$ cat config.mk
export PLATFORM = sky130hd
export DESIGN_NAME = bpss_wr_credit_tracker
export DESIGN_NICKNAME = d
export VERILOG_FILES = /design/src/rtl/bpss_wr_credit_tracker.sv
export SDC_FILE = /design/constraint.sdc
export NUM_CORES = 1
export LEC_CHECK = 0
export ABC_AREA = 1
export BUFFER_PORTS_ARGS = -buffer_cell sky130_fd_sc_hd__buf_4
export CORE_MARGIN = 2
export CORE_UTILIZATION = 45
export DETAILED_ROUTE_END_ITERATION = 16
export PLACE_DENSITY_LB_ADDON = 0.12
export RECOVER_POWER = 25
export SYNTH_ARGS = -nofsm -noshare
export SYNTH_HDL_FRONTEND = slang
export SYNTH_SLANG_ARGS = --single-unit
$ cat constraint.sdc
create_clock -name aclk -period 2.9 [get_ports aclk]
set_input_delay 0.435 -clock aclk [delete_from_list [all_inputs] [get_ports aclk]]
set_output_delay 0.435 -clock aclk [all_outputs]
set_load 0.02 [all_outputs]
$ cat src/rtl/bpss_wr_credit_tracker.sv
// Purpose: credit-limited write-descriptor stage in front of bpss_wr_req, with completion matching, transfer fence and status counters.
// Latency: m_req_valid one cycle after an s_req handshake, 1 descriptor/cycle while credits remain; status counters update one cycle after the event.
// Backpressure: s_req_ready drops when credits are exhausted, while the fence is up, or when the held descriptor is not being taken by m_req_ready.
module bpss_wr_credit_tracker #(
    parameter int N_CREDITS  = 8,
    parameter int VADDR_BITS = 48,
    parameter int LEN_BITS   = 28,
    parameter int PID_BITS   = 6
) (
    input  logic                  aclk,
    input  logic                  aresetn,
    input  logic                  s_req_valid,
    output logic                  s_req_ready,
    input  logic [VADDR_BITS-1:0] s_req_vaddr,
    input  logic [LEN_BITS-1:0]   s_req_len,
    input  logic                  s_req_ctl,
    input  logic [PID_BITS-1:0]   s_req_pid,
    output logic                  m_req_valid,
    input  logic                  m_req_ready,
    output logic [VADDR_BITS-1:0] m_req_vaddr,
    output logic [LEN_BITS-1:0]   m_req_len,
    output logic                  m_req_ctl,
    output logic [PID_BITS-1:0]   m_req_pid,
    input  logic                  done_valid,
    output logic                  done_ready,
    input  logic                  clear,
    output logic [7:0]            outstanding,
    output logic [63:0]           bytes_issued,
    output logic [31:0]           xfer_cnt,
    output logic                  xfer_done,
    output logic                  busy,
    output logic                  err_underflow
);

    localparam logic [7:0] CREDIT_MAX = 8'(N_CREDITS);

    localparam logic [0:0] ST_IDLE  = 1'b0;
    localparam logic [0:0] ST_DRAIN = 1'b1;

    typedef struct packed {
        logic [VADDR_BITS-1:0] vaddr;
        logic [LEN_BITS-1:0]   len;
        logic                  ctl;
        logic [PID_BITS-1:0]   pid;
    } desc_t;

    desc_t       s_desc;
    desc_t       desc_q;
    logic        m_vld_q;
    logic [7:0]  outstanding_q;
    logic [0:0]  state_q;
    logic [63:0] bytes_q;
    logic [31:0] xfer_cnt_q;
    logic        err_q;

    logic        fence;
    logic        req_acc;
    logic        req_iss;
    logic        done_evt;
    logic        release_evt;

    assign s_desc.vaddr = s_req_vaddr;
    assign s_desc.len   = s_req_len;
    assign s_desc.ctl   = s_req_ctl;
    assign s_desc.pid   = s_req_pid;

    assign fence    = (state_q == ST_DRAIN);
    assign req_iss  = m_vld_q && m_req_ready;
    assign done_evt = done_valid && done_ready;

    // Fence drops once the last descriptor has left the register and every completion is back.
    assign release_evt = fence && !m_vld_q && (outstanding_q == 8'd0);

    // Credit is taken at acceptance, so the held descriptor already counts against the budget.
    assign s_req_ready = aresetn && (outstanding_q < CREDIT_MAX) && !fence
                         && (!m_vld_q || m_req_ready);
    assign req_acc     = s_req_valid && s_req_ready;
    assign done_ready  = aresetn;

    assign m_req_valid   = m_vld_q;
    assign m_req_vaddr   = desc_q.vaddr;
    assign m_req_len     = desc_q.len;
    assign m_req_ctl     = desc_q.ctl;
    assign m_req_pid     = desc_q.pid;
    assign outstanding   = outstanding_q;
    assign bytes_issued  = bytes_q;
    assign xfer_cnt      = xfer_cnt_q;
    assign err_underflow = err_q;
    assign busy          = (outstanding_q != 8'd0) || fence;
    // Decoded from registered state only, so it is glitch-free and lasts exactly the release cycle.
    assign xfer_done     = aresetn && release_evt;

    // Output register: load on accept, drop valid once the sink takes the descriptor.
    always_ff @(posedge aclk) begin
        if (!aresetn) begin
            m_vld_q <= 1'b0;
            desc_q  <= '0;
        end else if (req_acc) begin
            m_vld_q <= 1'b1;
            desc_q  <= s_desc;
        end else if (req_iss) begin
            m_vld_q <= 1'b0;
        end
    end

    // In-flight count: +1 on accept, -1 on completion, saturating at zero.
    always_ff @(posedge aclk) begin
        if (!aresetn) begin
            outstanding_q <= 8'd0;
        end else begin
            case ({req_acc, done_evt})
                2'b10:   outstanding_q <= outstanding_q + 8'd1;
                2'b01:   if (outstanding_q != 8'd0) outstanding_q <= outstanding_q - 8'd1;
                default: outstanding_q <= outstanding_q;
            endcase
        end
    end

    // Transfer fence: IDLE -> DRAIN on a last-descriptor accept, back on release.
    always_ff @(posedge aclk) begin
        if (!aresetn) begin
            state_q <= ST_IDLE;
        end else begin
            case (state_q)
                ST_IDLE:  if (req_acc && s_req_ctl) state_q <= ST_DRAIN;
                ST_DRAIN: if (release_evt) state_q <= ST_IDLE;
                default:  state_q <= ST_IDLE;
            endcase
        end
    end

    // Byte counter over downstream handshakes; clear wins over a same-cycle add.
    always_ff @(posedge aclk) begin
        if (!aresetn || clear) begin
            bytes_q <= 64'd0;
        end else if (req_iss) begin
            bytes_q <= bytes_q + 64'(desc_q.len);
        end
    end

    // Completed-transfer counter, stepped on each fence release.
    always_ff @(posedge aclk) begin
        if (!aresetn || clear) begin
            xfer_cnt_q <= 32'd0;
        end else if (release_evt) begin
            xfer_cnt_q <= xfer_cnt_q + 32'd1;
        end
    end

    // Sticky underflow: a completion with nothing outstanding.
    always_ff @(posedge aclk) begin
        if (!aresetn || clear) begin
            err_q <= 1'b0;
        end else if (done_evt && (outstanding_q == 8'd0)) begin
            err_q <= 1'b1;
        end
    end

endmodule

==> reports/results.txt <==
initial antenna violation count: 0
gp weighted congestion: 0.965
Detail Route Antenna Nets: 0
worst hold endpoint: m_req_vaddr[22]$_SDFFE_PN0P_
area of the multi-input gates: 6060 um^2
WP buf/inv: 1
layout cell share with drive strength beyond 1: 0.125
sequential area share after synthesis: 0.350
Max Freq: 410 MHz
crit-path cells: nor2_1 > nand2_1 > nor2_4 > nand3_4 > nand2_2 > inv_1 > ha_1 > nand2_1 > o21ai_0 > a21oi_1 > o21bai_1 > xnor2_1 > a21oi_1
Clock Sinks: 190
fill count: 2421
Design Power: 7.30 mW
min Tclk post-route: 2.44 ns
slowest stage delay, CP: 0.39 ns
Total GRT Usage: 0.261
Clock Pin Slew Worst Setup and Hold Paths: 0.09 ns
I/O Pins: 282
vias after detailed routing: 11700
hold crit path type: primary input to flip-flop
met3 wire length: 2.34 mm
# diodes: 0
Relative slew margins: 0.338
vias in the first global route: 10700
Pins Over Slew Limit: 0
crit path DAT: 2.75 ns
final std cells w/o fill: 2321
RSZ-0062 raised after global routing: no
Slowest-stage cell, CP: ha_1
worst clock skew: 0.0155 ns
post-synthesis cell type count: 44
YS warnings: 0
final setup TNS: 0 ns
startpoint of the worst hold path: s_req_vaddr[22]
number of max-cap violations: 0
Layout area overhead: 23.9%
CTS Buffer Depth: 2
DP Cell Count: 2289
grt ovf: 0
Setup Crit Path Kind: flip-flop to flip-flop
Worst EP required: 3.21 ns
H-tree levels: 4
total CTS buffers: 17
hold depth: 3
Worst R2R End: outstanding[6]$_SDFFE_PN0P_
Syn Std Cell Area: 10900 um^2
TritonRoute pass-1 iters: 7
Initial Util: 0.461
final-stage net count: 2115
DR WL met2: 14.9 mm
worst skew pair latency: 0.44 ns
hpwl dp: 25.9 mm
outcome: finished, final reports clean
Final setup viols: 0
core area: 23600 um^2
Wirelength per Cell: 14.5 um
syn_area_per_cell: 6.28 um^2
final WL: 33.6 mm
highest routed metal layer: met4
most common cell after layout, fill and taps aside: nand2_1
Syn Nets: 1857
worst-path maximum fanout: 6
routed vias/inst: 5.03
port buffer count: 281
CTS root buf: clkbuf_16
crit end category: flip-flop
Hold WS: 0.234 ns
chip height: 159 um
CTS resizes: 0
#FFs+latches synth: 190
Sequential Area: 3800 um^2
Post CTS Setup Buffer Count: 0
Leakage: 6.06 nW
crit-path leading delay family: simple AND/OR/NAND/NOR gates
worst reg-to-reg path cell count: 13
Worst-Margin Slew: 0.993 ns
reg2reg setup slack: 0.46 ns
Synth Instances: 1731
Initial DRC Count: 809
hold_buf cts: 0
CTS tree: yes
Remaining DRCs: 0
overall die width: 159 um
largest net degree at the start of global routing: 88
Final period util: 0.841
Cell Pwr Density: 542 nW/um^2
Cell Rows: 56
Final Hold Vio Count: 0
die area: 25400 um^2
worst r2r src: outstanding[7]$_SDFFE_PN0P_
Startpoint Class: flip-flop
M1 wire length: 15.7 mm
maximum vdd drop: 0.310 mV
first-pass GRT wire length: 54.8 mm
most frequent cells in the layout: nand2_1 (586), nor2_1 (206), inv_1 (198)
area by class of cell:
type                    instances  area share
repair buffers                292       0.137
multi-input cells            1284       0.450
flip-flops and latches        190       0.282
well taps                     319      0.0296
inverters                     204      0.0570
clock inverters                15      0.0127
clock buffers                  17      0.0316
worst max path at each step:
stage	startpoint	endpoint	slack (ns)	cells after the start
detailed placement	aresetn	outstanding[6]$_SDFFE_PN0P_	0.30	13
global placement	aresetn	outstanding[6]$_SDFFE_PN0P_	0.36	13
global route	outstanding[7]$_SDFFE_PN0P_	outstanding[6]$_SDFFE_PN0P_	0.19	13
CTS	outstanding[7]$_SDFFE_PN0P_	outstanding[6]$_SDFFE_PN0P_	0.45	13
floorplan	m_req_valid$_SDFFE_PN0P_	outstanding[7]$_SDFFE_PN0P_	0.66	14
finish	outstanding[7]$_SDFFE_PN0P_	outstanding[6]$_SDFFE_PN0P_	0.46	13
registers in the layout, summed over array words and instances (netlist names):
signal / cells
outstanding: 8
err_underflow: 1
bytes_issued: 64
m_req_ctl: 1
fence: 1
m_req_pid: 6
m_req_valid: 1
m_req_len: 28
xfer_cnt: 32
m_req_vaddr: 48
metrics by stage:
| stage | instance area [um^2] | utilization | worst slack (ns) |
|---|---|---|---|
| floorplan | 10900 | - | 0.655 |
| detailed placement | 13200 | 0.560 | 0.299 |
| global placement | 13200 | 0.560 | 0.360 |
| finish | 13500 | 0.571 | 0.461 |
| global route | 13500 | 0.571 | 0.187 |
| CTS | 13800 | 0.586 | 0.452 |
tightest hold or removal path, stage by stage:
cell     delay, ns
buf_4         0.10
nand2_1       0.05
a21oi_1       0.05
Yosys cell counts, drive strengths merged:
| library cell | instances | area (um^2) |
|---|---|---|
| o21bai | 3 | 22.5 |
| nor4 | 12 | 75.1 |
| xnor2 | 11 | 96.3 |
| nor3b | 4 | 35.0 |
| a31oi | 1 | 6.26 |
| fa | 2 | 40.0 |
| dfxtp | 190 | 3800 |
| a211oi | 2 | 20.0 |
| nor2 | 209 | 795 |
| and3 | 1 | 6.26 |
| or2 | 2 | 12.5 |
| nand3b | 2 | 15.0 |
| inv | 204 | 768 |
| o21ai | 43 | 219 |
| nor3 | 31 | 183 |
| and2 | 2 | 12.5 |
| xor2 | 26 | 228 |
| o21a | 1 | 7.51 |
| a21oi | 178 | 891 |
| nand2 | 589 | 2230 |
| ha | 35 | 438 |
| o211ai | 3 | 22.5 |
| clkbuf | 18 | 67.6 |
| a21boi | 3 | 22.5 |
| nand4 | 28 | 175 |
| a21o | 1 | 7.51 |
| nand3 | 95 | 485 |
| buf | 35 | 193 |
metal layers:
| metal | up-vias | track usage |
|---|---|---|
| met3 | 42 | 0.0552 |
| met2 | 377 | 0.416 |
| met1 | 5233 | 0.357 |
| met4 | 0 | 0.0773 |
| li1 | 6014 | - |
| met5 | - | 0 |
where the power goes:
part           switching, mW  internal, mW  total (mW)
Combinational           1.26         0.635        1.89
Clock                   1.22          1.16        2.38
Sequential             0.188          2.83        3.02
cell families after synthesis:
logic type | Yosys count | synth area share
compound gates | 235 | 0.112
xor+xnor | 37 | 0.0298
fa+ha+maj | 37 | 0.0439
buf+inv | 257 | 0.0946
flops | 190 | 0.350
simple gates | 975 | 0.370
No activity file was read; power rests on OpenSTA's default activity.
